--- src/rtl/seg_pkg.sv ---
// Shared constants for 7-segment display blocks: glyph table and segment bus layout.
package seg_pkg;

  localparam int unsigned SEG_W  = 8;
  localparam int unsigned SEG_DP = 7;

  localparam logic [SEG_W-1:0] SEG_OFF = '0;

  // Index 15 first; entry n is the g..a pattern for hex digit n.
  localparam logic [15:0][6:0] SEG_HEX = {
    7'h71, 7'h79, 7'h5E, 7'h39, 7'h7C, 7'h77, 7'h6F, 7'h7F,
    7'h07, 7'h7D, 7'h6D, 7'h66, 7'h4F, 7'h5B, 7'h06, 7'h3F
  };

endpackage

--- src/rtl/hex_to_seg7.sv ---
// Combinational hex nibble to 7-segment (g..a, active-high) decoder.
module hex_to_seg7
  import seg_pkg::*;
(
  input  logic [3:0] hex,
  output logic [6:0] seg7
);

  always_comb begin
    seg7 = SEG_HEX[hex];
  end

endmodule

--- src/rtl/seg_scan_ctrl.sv ---
// Multiplexed 7-segment scanner with shadowed digit/dp/blink registers, leading-zero
// blanking, blink and 16-level PWM brightness. seg/ena are registered, one clk behind idx.
module seg_scan_ctrl
  import seg_pkg::*;
#(
  parameter int unsigned DIGITS         = 4,
  parameter int unsigned SCAN_DIV       = 50000,
  parameter int unsigned BLINK_FRAMES   = 250,
  parameter bit          SEG_ACTIVE_LOW = 1'b0,
  parameter bit          ENA_ACTIVE_LOW = 1'b0
) (
  input  logic                  clk,
  input  logic                  rst_n,
  input  logic                  en,
  input  logic                  load,
  input  logic [4*DIGITS-1:0]   digits_in,
  input  logic [DIGITS-1:0]     dp_in,
  input  logic [DIGITS-1:0]     blink_mask,
  input  logic                  lz_blank,
  input  logic [3:0]            bright,
  output logic [SEG_W-1:0]      seg,
  output logic [DIGITS-1:0]     ena,
  output logic                  frame_tick
);

  localparam int unsigned DW = $clog2(SCAN_DIV);
  localparam int unsigned IW = $clog2(DIGITS);
  localparam int unsigned BW = (BLINK_FRAMES > 1) ? $clog2(BLINK_FRAMES) : 1;
  localparam int unsigned TW = DW + 5;

  localparam logic [SEG_W-1:0]  SEG_IDLE = {SEG_W{SEG_ACTIVE_LOW}};
  localparam logic [DIGITS-1:0] ENA_IDLE = {DIGITS{ENA_ACTIVE_LOW}};

  logic [DW-1:0]         div_cnt_q;
  logic [IW-1:0]         idx_q;
  logic [BW-1:0]         blink_cnt_q;
  logic                  phase_q;
  logic [4*DIGITS-1:0]   pend_dig_q, act_dig_q;
  logic [DIGITS-1:0]     pend_dp_q, act_dp_q, pend_blink_q, act_blink_q;
  logic                  pend_valid_q;
  // Stays low after reset until the first shadow transfer, keeping the display dark.
  logic                  act_valid_q;
  logic [SEG_W-1:0]      seg_q;
  logic [DIGITS-1:0]     ena_q;
  logic                  frame_q;

  logic                  slot_end, frame_end;
  logic [3:0]            nibble;
  logic [6:0]            glyph;
  logic [DIGITS-1:0]     lz_mask;
  logic                  seen_nz;
  logic [TW-1:0]         pwm_thr;
  logic                  lit;
  logic [SEG_W-1:0]      seg_d;
  logic [DIGITS-1:0]     ena_d;

  assign slot_end  = en && (div_cnt_q == DW'(SCAN_DIV - 1));
  assign frame_end = slot_end && (idx_q == IW'(DIGITS - 1));
  assign nibble    = act_dig_q[{idx_q, 2'b00} +: 4];

  hex_to_seg7 u_dec (
    .hex  (nibble),
    .seg7 (glyph)
  );

  always_comb begin
    lz_mask = '0;
    seen_nz = 1'b0;
    for (int i = DIGITS - 1; i >= 0; i--) begin
      if (act_dig_q[4*i +: 4] != 4'h0) seen_nz = 1'b1;
      lz_mask[i] = lz_blank && !seen_nz && (i != 0);
    end
  end

  always_comb begin
    pwm_thr = ((TW'(bright) + TW'(1)) * TW'(SCAN_DIV)) >> 4;
    lit     = en && act_valid_q && !lz_mask[idx_q] && !(act_blink_q[idx_q] && phase_q)
              && (TW'(div_cnt_q) < pwm_thr);
    seg_d   = SEG_OFF;
    ena_d   = '0;
    if (lit) begin
      seg_d = {act_dp_q[idx_q], glyph};
      ena_d = DIGITS'(1) << idx_q;
    end
  end

  always_ff @(posedge clk or negedge rst_n) begin
    if (!rst_n) begin
      div_cnt_q    <= '0;
      idx_q        <= '0;
      blink_cnt_q  <= '0;
      phase_q      <= 1'b0;
      pend_dig_q   <= '0;
      pend_dp_q    <= '0;
      pend_blink_q <= '0;
      pend_valid_q <= 1'b0;
      act_dig_q    <= '0;
      act_dp_q     <= '0;
      act_blink_q  <= '0;
      act_valid_q  <= 1'b0;
      seg_q        <= SEG_IDLE;
      ena_q        <= ENA_IDLE;
      frame_q      <= 1'b0;
    end else begin
      if (en) begin
        if (slot_end) begin
          div_cnt_q <= '0;
          idx_q     <= (idx_q == IW'(DIGITS - 1)) ? '0 : idx_q + IW'(1);
        end else begin
          div_cnt_q <= div_cnt_q + DW'(1);
        end
      end
      frame_q <= frame_end;
      if (frame_end) begin
        if (pend_valid_q) begin
          act_dig_q   <= pend_dig_q;
          act_dp_q    <= pend_dp_q;
          act_blink_q <= pend_blink_q;
          act_valid_q <= 1'b1;
        end
        if (blink_cnt_q == BW'(BLINK_FRAMES - 1)) begin
          blink_cnt_q <= '0;
          phase_q     <= ~phase_q;
        end else begin
          blink_cnt_q <= blink_cnt_q + BW'(1);
        end
      end
      // A load coinciding with the boundary lands in pending and waits one more frame.
      if (load) begin
        pend_dig_q   <= digits_in;
        pend_dp_q    <= dp_in;
        pend_blink_q <= blink_mask;
        pend_valid_q <= 1'b1;
      end else if (frame_end) begin
        pend_valid_q <= 1'b0;
      end
      seg_q <= seg_d ^ SEG_IDLE;
      ena_q <= ena_d ^ ENA_IDLE;
    end
  end

  assign seg        = seg_q;
  assign ena        = ena_q;
  assign frame_tick = frame_q;

endmodule

--- config.mk ---
export PLATFORM = sky130hd
export DESIGN_NAME = seg_scan_ctrl
export DESIGN_NICKNAME = d
export VERILOG_FILES = /design/src/rtl/seg_pkg.sv /design/src/rtl/hex_to_seg7.sv /design/src/rtl/seg_scan_ctrl.sv
export SDC_FILE = /design/constraint.sdc
export NUM_CORES = 1
export LEC_CHECK = 0
export ABC_CLOCK_PERIOD_IN_PS = 6550
export CAP_MARGIN = 10
export CORE_MARGIN = 1.5
export CORE_UTILIZATION = 45
export CTS_CLUSTER_SIZE = 30
export DETAILED_ROUTE_END_ITERATION = 12
export GPL_ROUTABILITY_DRIVEN = 0
export SETUP_SLACK_MARGIN = 0.05
export SLEW_MARGIN = 20
export SYNTH_ARGS = -nofsm -noshare
export SYNTH_HDL_FRONTEND = slang
export SYNTH_SLANG_ARGS = --single-unit
--- constraint.sdc ---
create_clock -name clk -period 6.55 [get_ports clk]
set_input_delay 1.31 -clock clk [delete_from_list [all_inputs] [get_ports clk]]
set_output_delay 1.31 -clock clk [all_outputs]
set_load 0.03 [all_outputs]
==> results by group, run 1 <==
Timing
  • Fmax: 0.162 GHz
  • Worst-Margin Slew: 728 ps
  • Post-route minimum period: 6170 ps
  • WHS: 472 ps
  • Crit share post-route: 0.943
  • Setup ws final: 376 ps
  • RSZ-0062 raised after global routing: no
  • Max Clock Skew: 8.51 ps
  • Final count of negative-setup-slack endpoints: 0
  • Hold Vio Cnt, Final: 0
  • Fin. max-slew vios: 0
  • Worst slew margin: 0.511
  • Setup tns final: 0 ps

Critical path
  • R2R Path End: act_dig_q[10]
  • R2R setup slack: 3390 ps
  • Crit path to: seg[4]
  • Crit-path max FO: 12
  • Crit path launch type: input port
  • CP Class: input port to flip-flop
  • Worst r2r src: div_cnt_q[12]
  • WP data arrival: 6380 ps
  • Critical Path End Type: flip-flop
  • Critical path origin: bright[1]
  • R2R depth: 5
  • CP Data Required Time: 6760 ps

Global route
  • Vias in the first global route: 3519
  • Initial antenna violation count: 0
  • Largest net degree at the start of global routing: 50
  • Overall Global Routing Usage: 0.188
  • Total grt overflow: 0
  • First-pass GRT wire length: 17.2 mm

Drt
  • # DRC: 0
  • Final ANT Viol Nets: 0
  • Via density: 5.39
  • Initial DRC count: 142
  • Vias: 3497
  • WL/cell: 15.6 µm
  • DRT Pass-1 Iters: 4
  • Post-Route WL: 10.1 mm

Final layout
  • Ant. Diodes: 0
  • Post-route insts no fill: 649
  • Layout cells sized above 1: 0.122
  • Cell area after layout: 6070 µm²
  • Synthesis-to-layout area growth: 17.5%
  • NumNets Final: 597

Clock network
  • Clock edge transition at the registers on the reported setup and hold paths: 70 ps
  • # clock sinks: 90
  • Num CTS Buffers: 9
  • Max Root-Sink Buffers: 2
  • Clk_lat worst skew: 340 ps
  • Root Buffer: clkbuf_16
  • H-tree depth: 3
  • TritonCTS clock tree: done

Floorplan
  • Initial core utilization: 0.468
  • I/O pin count: 46
  • Die area: 12100 µm²
  • Core Footprint: 11000 µm²
  • Die width: 110 µm
  • Die Ht: 110 µm
  • Row count: 38

Placement
  • Placed cell area: 5780 µm²
  • Dpl hpwl: 7.73 mm
  • Dpl ws: 47.6 ps
  • Placed cells: 633
  • Port-buffer cells: 45

Synthesis
  • Top_reg_cell synth: dfrtp_1
  • Top cell type's share of synthesized area: 0.436
  • Syn Nets: 547
  • Most frequent cell after synthesis: dfrtp_1
  • Mapped Area: 5170 µm²
  • Synthesized flop and latch total: 90
  • Synth top area cells: dfrtp_1 (44%), ha_1 (14%), mux2_2 (5.7%), mux2_1 (5.2%), mux4_2 (3.1%)
  • EDFF count, synth: 0
  • Ys Warns: 0
  • Post-synth ARST share: 1.00
  • Cell variety after synth: 47
  • Post-synthesis sequential area ratio: 0.436
  • Synth top cells by count: dfrtp_1 (90), ha_1 (59), nor2_1 (33)
  • Synthesized instance count: 454
  • Mapped Avg Cell Area: 11.4 µm²
  • Yosys top cell by area: dfrtp_1

Pwr
  • Maximum vdd drop: 165 µV
  • Internal: 0.00101 W
  • Leakage power: 2.87 nW
  • Comb power frac: 0.212
  • Switching Fraction: 0.298
  • Sequential power share: 0.437
  • Clk pwr share: 0.351
  • NetSw: 0.000429 W
  • Power density over the cells: 237 nW/µm²

Hold path
  • Hold/Removal Path Class: flip-flop to flip-flop

Status
  • Outcome: completed

Job
  • Max-Cap Viols: 0
[registers in the layout, indices dropped and copies added, names as in the netlist, 8 cells and up]
signal,count
seg,8
pend_dig_q,16
act_dig_q,16
div_cnt_q,16
blink_cnt_q,8
[critical path: stages]
cell and delay [ps]:
clkdlybuf4s50_1 460, ha_1 230, and3_1 250, ha_1 250, xnor2_1 180, ha_1 260, ha_1 270, ha_1 340
a21o_1 190, a211oi_1 300, nor2_1 90, nor2_1 190, o21ai_0 140, xnor2_1 150, ha_1 300, nand4_1 140
nor4_1 370, o41ai_1 150, a221o_1 350, o21ai_0 180, buf_4 220, a311oi_1 70
[cell usage in the layout (no fill, tap or decap), drive strengths merged, types with 3 or more instances in the layout]
| cell type | netlist | final |
|---|---|---|
| nor2 | 33 | 33 |
| nand2 | 20 | 20 |
| inv | 26 | 29 |
| nand3b | 4 | 4 |
| a31oi | 4 | 4 |
| ha | 59 | 59 |
| a21o | 4 | 4 |
| clkbuf | 9 | 11 |
| mux2 | 50 | 50 |
| dfrtp | 90 | 90 |
| nand4 | 9 | 9 |
| nor4 | 6 | 6 |
| a21oi | 12 | 12 |
| nand2b | 4 | 4 |
| mux4 | 7 | 7 |
| nand3 | 14 | 14 |
| and3 | 4 | 4 |
| a211oi | 6 | 6 |
| buf | 4 | 9 |
| clkdlybuf4s50 | 0 | 43 |
| nor3 | 7 | 7 |
| mux2i | 3 | 3 |
| or3 | 4 | 4 |
| xor2 | 17 | 17 |
| o21ai | 20 | 20 |
| xnor2 | 15 | 15 |
| and2 | 4 | 4 |
[final cells by class]
| type | count | area (µm²) |
|---|---|---|
| Fill cell | 983 | 4960 |
| Tap cell | 140 | 175 |
| Sequential cell | 90 | 2250 |
| Timing Repair Buffer | 52 | 495 |
| Clock buffer | 11 | 243 |
| Inverter | 26 | 97.6 |
| Clock inverter | 5 | 45.0 |
| Multi-Input combinational cell | 325 | 2760 |
[metrics by stage]
step	util	total power (W)
2_1_floorplan	-	0.000836
3_3_place_gp	0.524	0.000937
3_5_place_dp	0.524	0.000944
4_1_cts	0.550	0.00146
5_1_grt	0.550	0.00153
6_report	0.550	0.00144
[cell families after synthesis]
group,after synthesis,share of synthesized area
simple gates,113,0.115
flops,90,0.436
compound gates,60,0.0724
mux,60,0.145
fa+ha+maj,60,0.147
buf+inv,39,0.0305
xor+xnor,32,0.0542
[layer usage]
layer / part of all wire / track usage / wire, µm
met1: 0.51 / 0.266 / 5140
met4: 0.014 / 0.0650 / 146
met3: 0.035 / 0.0394 / 350
met5: 0 / 0 / 0
met2: 0.44 / 0.287 / 4490
[what timing repair did]
| action | 4_1_cts | 5_1_grt |
|---|---|---|
| resized for setup | 0 | 1 |
| hold buffers | 0 | 0 |
| setup endpoints to repair | 0 | 2 |
| buffers inserted | 0 | 0 |
[how the worst min path moves through the flow]
| stage | end | startpoint | depth (start not counted) | slack [ps] |
|---|---|---|---|---|
| floorplan | act_valid_q | act_valid_q | 1 | 430 |
| detailed placement | phase_q | phase_q | 1 | 460 |
| finish | phase_q | phase_q | 1 | 470 |
| CTS | phase_q | phase_q | 1 | 480 |
| global placement | act_valid_q | act_valid_q | 1 | 450 |
| global route | phase_q | phase_q | 1 | 490 |
[power groups by stage]
stage	Combinational, W	Clock [W]	Sequential [W]
global placement	0.000299	0	0.000638
floorplan	0.000210	0	0.000626
detailed placement	0.000305	0	0.000639
finish	0.000305	0.000505	0.000629
CTS	0.000306	0.000522	0.000629
global route	0.000346	0.000544	0.000636
(Power assumes the default switching activity.)
==> run 2, diff against run 1 <==
CORE_UTILIZATION = 40   (was 45)
SETUP_SLACK_MARGIN = default   (was 0.05)
==> run 2 against run 1 <==
  * Final area rose by 1.2%
  * Clock skew is 0.98 ps higher
  * Non-clock buffer count is the same
  * Clock power grew 9.1%
  * Critical endpoint is now seg[6]
  * Largest cell class unchanged
  * Combinational power is essentially flat
  * Critical path type unchanged
  * Largest power group unchanged
  * Via count up 1.4%
  * Critical path depth did not move
  * Core utilization down 6.4 points
  * Power increased by 3.1%
==> results by group, run 2 (synthesis results as in run 1) <==
Critical path
  • R2R setup slack: 3320 ps (-70 ps)
  • R2R Path End: act_blink_q[1]
  • WP data arrival: 6360 ps (-20 ps)
  • Critical Path End Type: flip-flop
  • CP Data Required Time: 6760 ps (about the same)
  • Crit-path max FO: 12 (unchanged)
  • Crit path launch type: input port
  • CP Class: input port to flip-flop
  • R2R depth: 5 (unchanged)
  • Worst r2r src: div_cnt_q[5]

Clock network
  • Hold buffer count at CTS: 0 (unchanged)
  • Max Root-Sink Buffers: 2 (unchanged)
  • Num CTS Buffers: 9 (unchanged)
  • Clk_lat worst skew: 340 ps (about the same)
  • TritonCTS clock tree: done
  • # clock sinks: 90 (unchanged)
  • Clock edge transition at the registers on the reported setup and hold paths: 60 ps (about the same)
  • Root Buffer: clkbuf_16
  • H-tree depth: 3 (unchanged)

Global route
  • Total grt overflow: 0 (unchanged)
  • Vias in the first global route: 3579 (+1.7%)
  • First-pass GRT wire length: 17.5 mm (+2.2%)
  • Overall Global Routing Usage: 0.167 (-0.0209)
  • Largest net degree at the start of global routing: 49 (-2.0%)
  • Initial antenna violation count: 0 (unchanged)

Floorplan
  • Die Ht: 117 µm (+5.9%)
  • Initial core utilization: 0.409 (-0.0590)
  • Core Footprint: 12600 µm² (+14%)
  • I/O pin count: 46 (unchanged)
  • Die area: 13600 µm² (+12%)
  • Row count: 41 (+7.9%)
  • Die width: 117 µm (+5.9%)

Placement
  • Port-buffer cells: 45 (unchanged)
  • Dpl hpwl: 7.85 mm (+1.5%)

Hold path
  • Hold/Removal Path Class: flip-flop to flip-flop
  • Hold path start: act_valid_q
  • WHS Path Cells: 1 (unchanged)
  • Worst Hold Path EP: act_valid_q

Drt
  • DRT Pass-1 Iters: 4 (unchanged)
  • # DRC: 0 (unchanged)
  • Vias: 3546 (+1.4%)
  • WL/cell: 15.1 µm (-3.1%)
  • Post-Route WL: 10.3 mm (+1.7%)
  • Initial DRC count: 150 (+5.6%)
  • Final ANT Viol Nets: 0 (unchanged)
  • Via density: 5.21 (-3.4%)

Timing
  • WHS: 475 ps (+2.76 ps)
  • Worst slew margin: 0.481 (-0.0297)
  • Hold Vio Cnt, Final: 0 (unchanged)
  • Crit share post-route: 0.938 (-0.00460)
  • Post-route minimum period: 6140 ps (-30.1 ps)
  • Fin. max-slew vios: 0 (unchanged)
  • Final count of negative-setup-slack endpoints: 0 (unchanged)
  • Worst-Margin Slew: 772 ps (+44.2 ps)
  • Max Clock Skew: 9.49 ps (+0.983 ps)
  • Fmax: 0.163 GHz (+0.49%)
  • Setup tns final: 0 ps (unchanged)
  • RSZ-0062 raised after global routing: no

Pwr
  • Pwr Total: 0.00148 W (+3.1%)
  • Leakage power: 2.89 nW (+0.59%)
  • Power density over the cells: 241 nW/µm² (+1.9%)
  • Maximum vdd drop: 142 µV (-14%)

Final layout
  • FILL cells: 1185 (+21%)
  • Multi-input gate area: 2760 µm² (-0.14%)
  • NumNets Final: 597 (unchanged)
  • Regs by FF count: act_dig_q (16), div_cnt_q (16), pend_dig_q (16)
  • FF/Latch Area: 2250 µm² (unchanged)
  • Leading cell type in the layout, fill and taps excluded: dfrtp_1
  • Most frequent cells in the layout: dfrtp_1 (90), ha_1 (59), clkdlybuf4s50_1 (43), nor2_1 (33)
  • Synthesis-to-layout area growth: 18.9%
  • Layout cells sized above 1: 0.122 (unchanged)
  • Ant. Diodes: 0 (unchanged)

Status
  • Outcome: completed

Job
  • Max-Cap Viols: 0 (unchanged)
[run 2: changes by cell type in the layout (fill, tap and decap cells not counted)]
cell / delta
a2111oi_0: -1
a2111oi_1: +1
a211oi_1: +1
a211oi_2: -1
bufinv_16: +2
clkbuf_1: -1
clkbuf_8: -1
clkinv_2: +1
inv_8: -1
[run 2: report_power, final]
part           internal (W)  leakage, nW  switching (W)  total (W)
sequential         0.000590         1.17      0.0000388   0.000629
combinational      0.000144         1.56       0.000159   0.000302
clock              0.000337        0.156       0.000214   0.000551
total               0.00107         2.89       0.000412    0.00148
[run 2: metrics by stage]
step / setup slack (ps) / util / cell area, µm² / instances
detailed placement: 94.2 / 0.461 / 5820 / 665
global placement: 289 / 0.461 / 5820 / 665
floorplan: 745 / - / 5170 / 454
global route: 13.3 / 0.487 / 6140 / 681
CTS: 436 / 0.487 / 6150 / 681
finish: 406 / 0.487 / 6140 / 681
[run 2: layout make-up]
cell class | count | share of cell area
Sequential cell | 90 | 0.367
Timing Repair Buffer | 52 | 0.0807
Clock buffer | 9 | 0.0367
Multi-Input combinational cell | 325 | 0.449
Inverter | 26 | 0.0159
Clock inverter | 7 | 0.0161
Tap cell | 172 | 0.0350
[run 2: metal layers]
layer  routed length [µm]  GRT usage  vias to the layer above
li1                     -          -                     1726
met1                 4860      0.220                     1735
met2                 4910      0.274                       69
met3                  341     0.0410                       16
met4                  187     0.0506                        0
met5                    0          0                        -
[run 2: worst max path at each step]
stage,start,to,slack [ps],cells after the start
2_1_floorplan,bright[0],seg[5],740,21
4_1_cts,bright[0],seg[6],440,23
5_1_grt,bright[0],seg[6],10,23
3_3_place_gp,bright[1],seg[6],290,22
3_5_place_dp,bright[0],seg[6],90,23
6_report,bright[1],seg[6],410,22
[run 2: what timing repair did]
item	4_1_cts	5_1_grt
resized for setup	0	1
buffers inserted	0	0
endpoints found under the setup margin	0	2
[run 2: critical path: stages]
cell and delay, ps:
clkdlybuf4s50_1 470, ha_1 240, and3_1 260, ha_1 250, xnor2_1 190, ha_1 250, ha_1 280, ha_1 340
a21o_1 180, a211oi_1 320, o211ai_1 150, a31oi_1 270, o21bai_1 120, xnor2_1 150, ha_1 300, nand4_1 110
nor4_1 260, o41ai_1 130, a221o_1 340, o21ai_0 160, buf_4 210, a221oi_1 60
==> run 3, diff against run 2 <==
CORE_UTILIZATION = 45   (was 40)
==> run 3 against run 2 <==
  * Critical path depth did not move
  * Core utilization rose by 6.3 points
  * Clock skew barely moved
  * Critical endpoint is now seg[4]
  * Largest power group unchanged
  * Highest routed layer unchanged
==> results by group, run 3 (synthesis results as in run 1) <==
Status
  • Outcome: completed

Timing
  • Max Clock Skew: 9.69 ps (+0.200 ps)
  • Worst slew margin: 0.509 (+0.0277)
  • Crit share post-route: 0.944 (+0.00559)
  • Fin. max-slew vios: 0 (unchanged)
  • RSZ-0062 raised after global routing: no
  • Post-route minimum period: 6180 ps (+36.6 ps)
  • Worst-Margin Slew: 731 ps (-41.3 ps)
  • WHS: 472 ps (-3.00 ps)
  • Fmax: 0.162 GHz (-0.59%)
  • Final count of negative-setup-slack endpoints: 0 (unchanged)
  • Hold Vio Cnt, Final: 0 (unchanged)
  • Setup tns final: 0 ps (unchanged)

Clock network
  • Clock edge transition at the registers on the reported setup and hold paths: 70 ps (about the same)
  • Clk_lat worst skew: 340 ps (about the same)
  • Num CTS Buffers: 9 (unchanged)
  • H-tree depth: 3 (unchanged)
  • Post-CTS Setup Repair Bufs: 0 (unchanged)
  • Hold buffer count at CTS: 0 (unchanged)
  • Post-CTS sizing: 0 (unchanged)
  • # clock sinks: 90 (unchanged)
  • TritonCTS clock tree: done
  • Root Buffer: clkbuf_16
  • Max Root-Sink Buffers: 2 (unchanged)

Hold path
  • Hold/Removal Path Class: flip-flop to flip-flop

Final layout
  • NumNets Final: 597 (unchanged)
  • Layout cells sized above 1: 0.120 (-0.00196)
  • Ant. Diodes: 0 (unchanged)
  • FILL cells: 984 (-17%)
  • Synthesis-to-layout area growth: 17.4%
  • Leading cell type in the layout, fill and taps excluded: dfrtp_1
  • Regs by FF count: act_dig_q (16), div_cnt_q (16), pend_dig_q (16)
  • Most frequent cells in the layout: dfrtp_1 (90), ha_1 (59), clkdlybuf4s50_1 (43), nor2_1 (33)

Global route
  • Total grt overflow: 0 (unchanged)
  • Vias in the first global route: 3519 (-1.7%)
  • Overall Global Routing Usage: 0.188 (+0.0209)
  • Largest net degree at the start of global routing: 50 (+2.0%)
  • Initial antenna violation count: 0 (unchanged)
  • First-pass GRT wire length: 17.2 mm (-2.2%)

Drt
  • DRT Pass-1 Iters: 4 (unchanged)
  • Final ANT Viol Nets: 0 (unchanged)
  • Via density: 5.39 (+3.5%)
  • Post-Route WL: 10.2 mm (-1.4%)
  • Vias: 3498 (-1.4%)
  • Initial DRC count: 139 (-7.3%)
  • # DRC: 0 (unchanged)
  • WL/cell: 15.6 µm (+3.4%)

Critical path
  • Peak per-stage delay on the critical path: 460 ps (about the same)
  • Crit path launch type: input port
  • Crit-path max FO: 12 (unchanged)
  • WP buf/inv: 2 (unchanged)
  • CP Data Required Time: 6760 ps (about the same)
  • Most used cell, CP: ha_1
  • Critical Path End Type: flip-flop
  • Crit path max-delay family: adder cells
  • Slowest CP cell: clkdlybuf4s50_1
  • Critical-path cell list: clkdlybuf4s50_1 > ha_1 > and3_1 > ha_1 > xnor2_1 > ha_1 > ha_1 > ha_1 > a21o_1 > a211oi_1 > nor2_1 > nor2_1 > o21ai_0 > xnor2_1 > ha_1 > nand4_1 > nor4_1 > o41ai_1 > a221o_1 > o21ai_0 > buf_4 > a311oi_1
  • WP data arrival: 6390 ps (+30 ps)
  • CP Class: input port to flip-flop

Floorplan
  • Die Ht: 110 µm (-5.6%)
  • Initial core utilization: 0.468 (+0.0590)
  • Row count: 38 (-7.3%)
  • Die width: 110 µm (-5.6%)
  • Core Footprint: 11000 µm² (-13%)
  • I/O pin count: 46 (unchanged)
  • Die area: 12100 µm² (-11%)

Placement
  • Port-buffer cells: 45 (unchanged)
  • Dpl hpwl: 7.73 mm (-1.5%)

Pwr
  • Power density over the cells: 237 nW/µm² (-1.9%)
  • Maximum vdd drop: 165 µV (+16%)
  • Leakage power: 2.87 nW (-0.62%)

Job
  • Max-Cap Viols: 0 (unchanged)
-- run 3: area by class of cell --
class,instances,area [µm²],share of cell area
Clock inverter,5,45.0,0.00743
Inverter,26,97.6,0.0161
Tap cell,140,175,0.0289
Timing Repair Buffer,52,495,0.0817
Sequential cell,90,2250,0.371
Multi-Input combinational cell,325,2760,0.455
Clock buffer,11,243,0.0400
-- run 3: path summary, 6_finish.rpt --
kind | start | end | slack, ps | depth (start not counted)
setup / recovery | bright[1] | seg[4] | 370 | 22
hold / removal | phase_q | phase_q | 470 | 1
setup reg to reg | div_cnt_q[12] | act_dig_q[10] | 3390 | 5
hold reg to reg | phase_q | phase_q | 470 | 1
max in group asynchronous | rst_n | act_dp_q[1] | 4610 | 2
min in group asynchronous | rst_n | seg[0] | 930 | 1
-- run 3: metrics by stage --
| step | setup WS, ps | utilization | cell area [µm²] | std cells | total power, W |
|---|---|---|---|---|---|
| after floorplan | 745 | - | 5170 | 454 | 0.000836 |
| after global placement | 255 | 0.524 | 5780 | 633 | 0.000937 |
| after detailed placement | 47.6 | 0.524 | 5780 | 633 | 0.000944 |
| after CTS | 403 | 0.550 | 6070 | 649 | 0.00146 |
| after global routing | 43.0 | 0.550 | 6070 | 649 | 0.00152 |
| final | 370 | 0.550 | 6070 | 649 | 0.00144 |
-- run 3: metal layers --
layer / vias up / global-route usage / wire length (µm)
li1: 1724 / - / -
met1: 1698 / 0.266 / 5190
met2: 62 / 0.287 / 4450
met3: 14 / 0.0394 / 335
met4: 0 / 0.0650 / 176
met5: - / 0 / 0
-- run 3: where the power goes --
group          internal (W)  leakage (nW)  total, W  switching [W]
logic              0.000144          1.56  0.000302       0.000158
clock network      0.000274         0.139  0.000505       0.000231
registers          0.000590          1.17  0.000629      0.0000391
==> RTL change: new RTL, config.mk and constraints of run 3 <==
Change the parameter `SEG_ACTIVE_LOW` from 1'b0 to 1'b1.
--- a/src/rtl/seg_scan_ctrl.sv
+++ b/src/rtl/seg_scan_ctrl.sv
@@ -6,7 +6,7 @@
   parameter int unsigned DIGITS         = 4,
   parameter int unsigned SCAN_DIV       = 50000,
   parameter int unsigned BLINK_FRAMES   = 250,
-  parameter bit          SEG_ACTIVE_LOW = 1'b0,
+  parameter bit          SEG_ACTIVE_LOW = 1'b1,
   parameter bit          ENA_ACTIVE_LOW = 1'b0
 ) (
   input  logic                  clk,
Behaviour: not the same (Yosys sat finds a counterexample within 4 cycles, from zero or initial values and one cycle with rst_n low).
==> RTL change against run 3 <==
Critical path depth unchanged; synthesized area is 1.2% higher; setup slack improved by 0.22 ns; wire length decreased by 0.95%; register-to-register slack better by 0.46 ns; total power about the same; sequential cell count is the same; cell area up 1.1%; critical endpoint is now ena[3]; highest routed layer unchanged.
==> RTL change: results <==
set metrics [dict create \
    nets 603 \
    dr_total_vias 3545 \
    ff2ff_setup_slack_ns 3.85 \
    wl_met1_um 5110 \
    synth.distinct_cells 51 \
    synthMuxAreaShare 0.142 \
    crit_start "bright[0]" \
    syn-num-nets 556 \
    powerSeq_mw 0.637 \
    drtIter0Drc 188 \
    cellLeakagePower_nw 2.83 \
    drive_above_1_share 0.181 \
    met3_usage 0.0399 \
    outcome "finished clean" \
    fin_cells 658 \
    dp_hpwl_um 7390 \
    track_usage 0.177 \
    worstRegToRegCells 6 \
    post-place-ws_ns 0.229 \
    grt_max_degree 51 \
    vdd_drop_max_uv 121 \
    r2r-end "blink_cnt_q[4]" \
    synthXorXnorAreaFrac 0.0569 \
    use_met1 0.258 \
    syn_avg_cell_area_um2 11.3 \
    skew_ns 0.0112 \
    clock_power_mw 0.518 \
    place_area_um2 5840 \
    switching_power_mw 0.411 \
    wl_met2_um 4500 \
    num_antenna_cells 0 \
    yosys-top-cells-count "82 x dfrtp_1, 59 x ha_1, 51 x mux2_2, 36 x nand2_1, 26 x nor2_1" \
    setup_slack_ns 0.593 \
    relSlewSlack 0.452 \
    netlist_top_cells_area "dfrtp_1 39%, ha_1 14%, mux2_2 11%, dfstp_2 4.0%, xor2_1 3.2%" \
    crit_arrival_ns 6.19 \
    wl_met3_um 352 \
    r2r-start "div_cnt_q[4]" \
    synthAdderAreaFrac 0.145 \
    power_density_nw_per_um2 234 \
    yosysSeqAreaShare 0.432 \
    wirelength_um 10100 \
    grt_pass1_wl_um 17500 \
    grt_use_met2 0.267 \
    synth-compound-area-share 0.0727 \
    cp-endpoint "ena[3]" \
]
## RTL change: final cells by class
type                            count  area (um^2)
Fill cell                        1010         5240
Multi-Input combinational cell    338         2830
Sequential cell                    90         2260
Timing Repair Buffer               50          480
Clock buffer                        9          225
Tap cell                          143          179
Inverter                           21         78.8
Clock inverter                      7         75.1
## RTL change: worst min path at each step
stage	from	depth (start not counted)	to	slack (ns)
after floorplan	act_valid_q	1	act_valid_q	0.44
after global placement	act_valid_q	1	act_valid_q	0.45
after detailed placement	act_valid_q	1	act_valid_q	0.45
after CTS	act_valid_q	1	act_valid_q	0.47
after global routing	act_valid_q	1	act_valid_q	0.48
final	act_valid_q	1	act_valid_q	0.47
## RTL change: logic make-up (layout without fill, tap and decap cells)
kind of cell	after synthesis	count (layout)
compound gates	61	61
xor+xnor	34	34
fa+ha+maj	60	60
buf+inv	35	87
flops	90	90
mux	59	59
simple gates	124	124
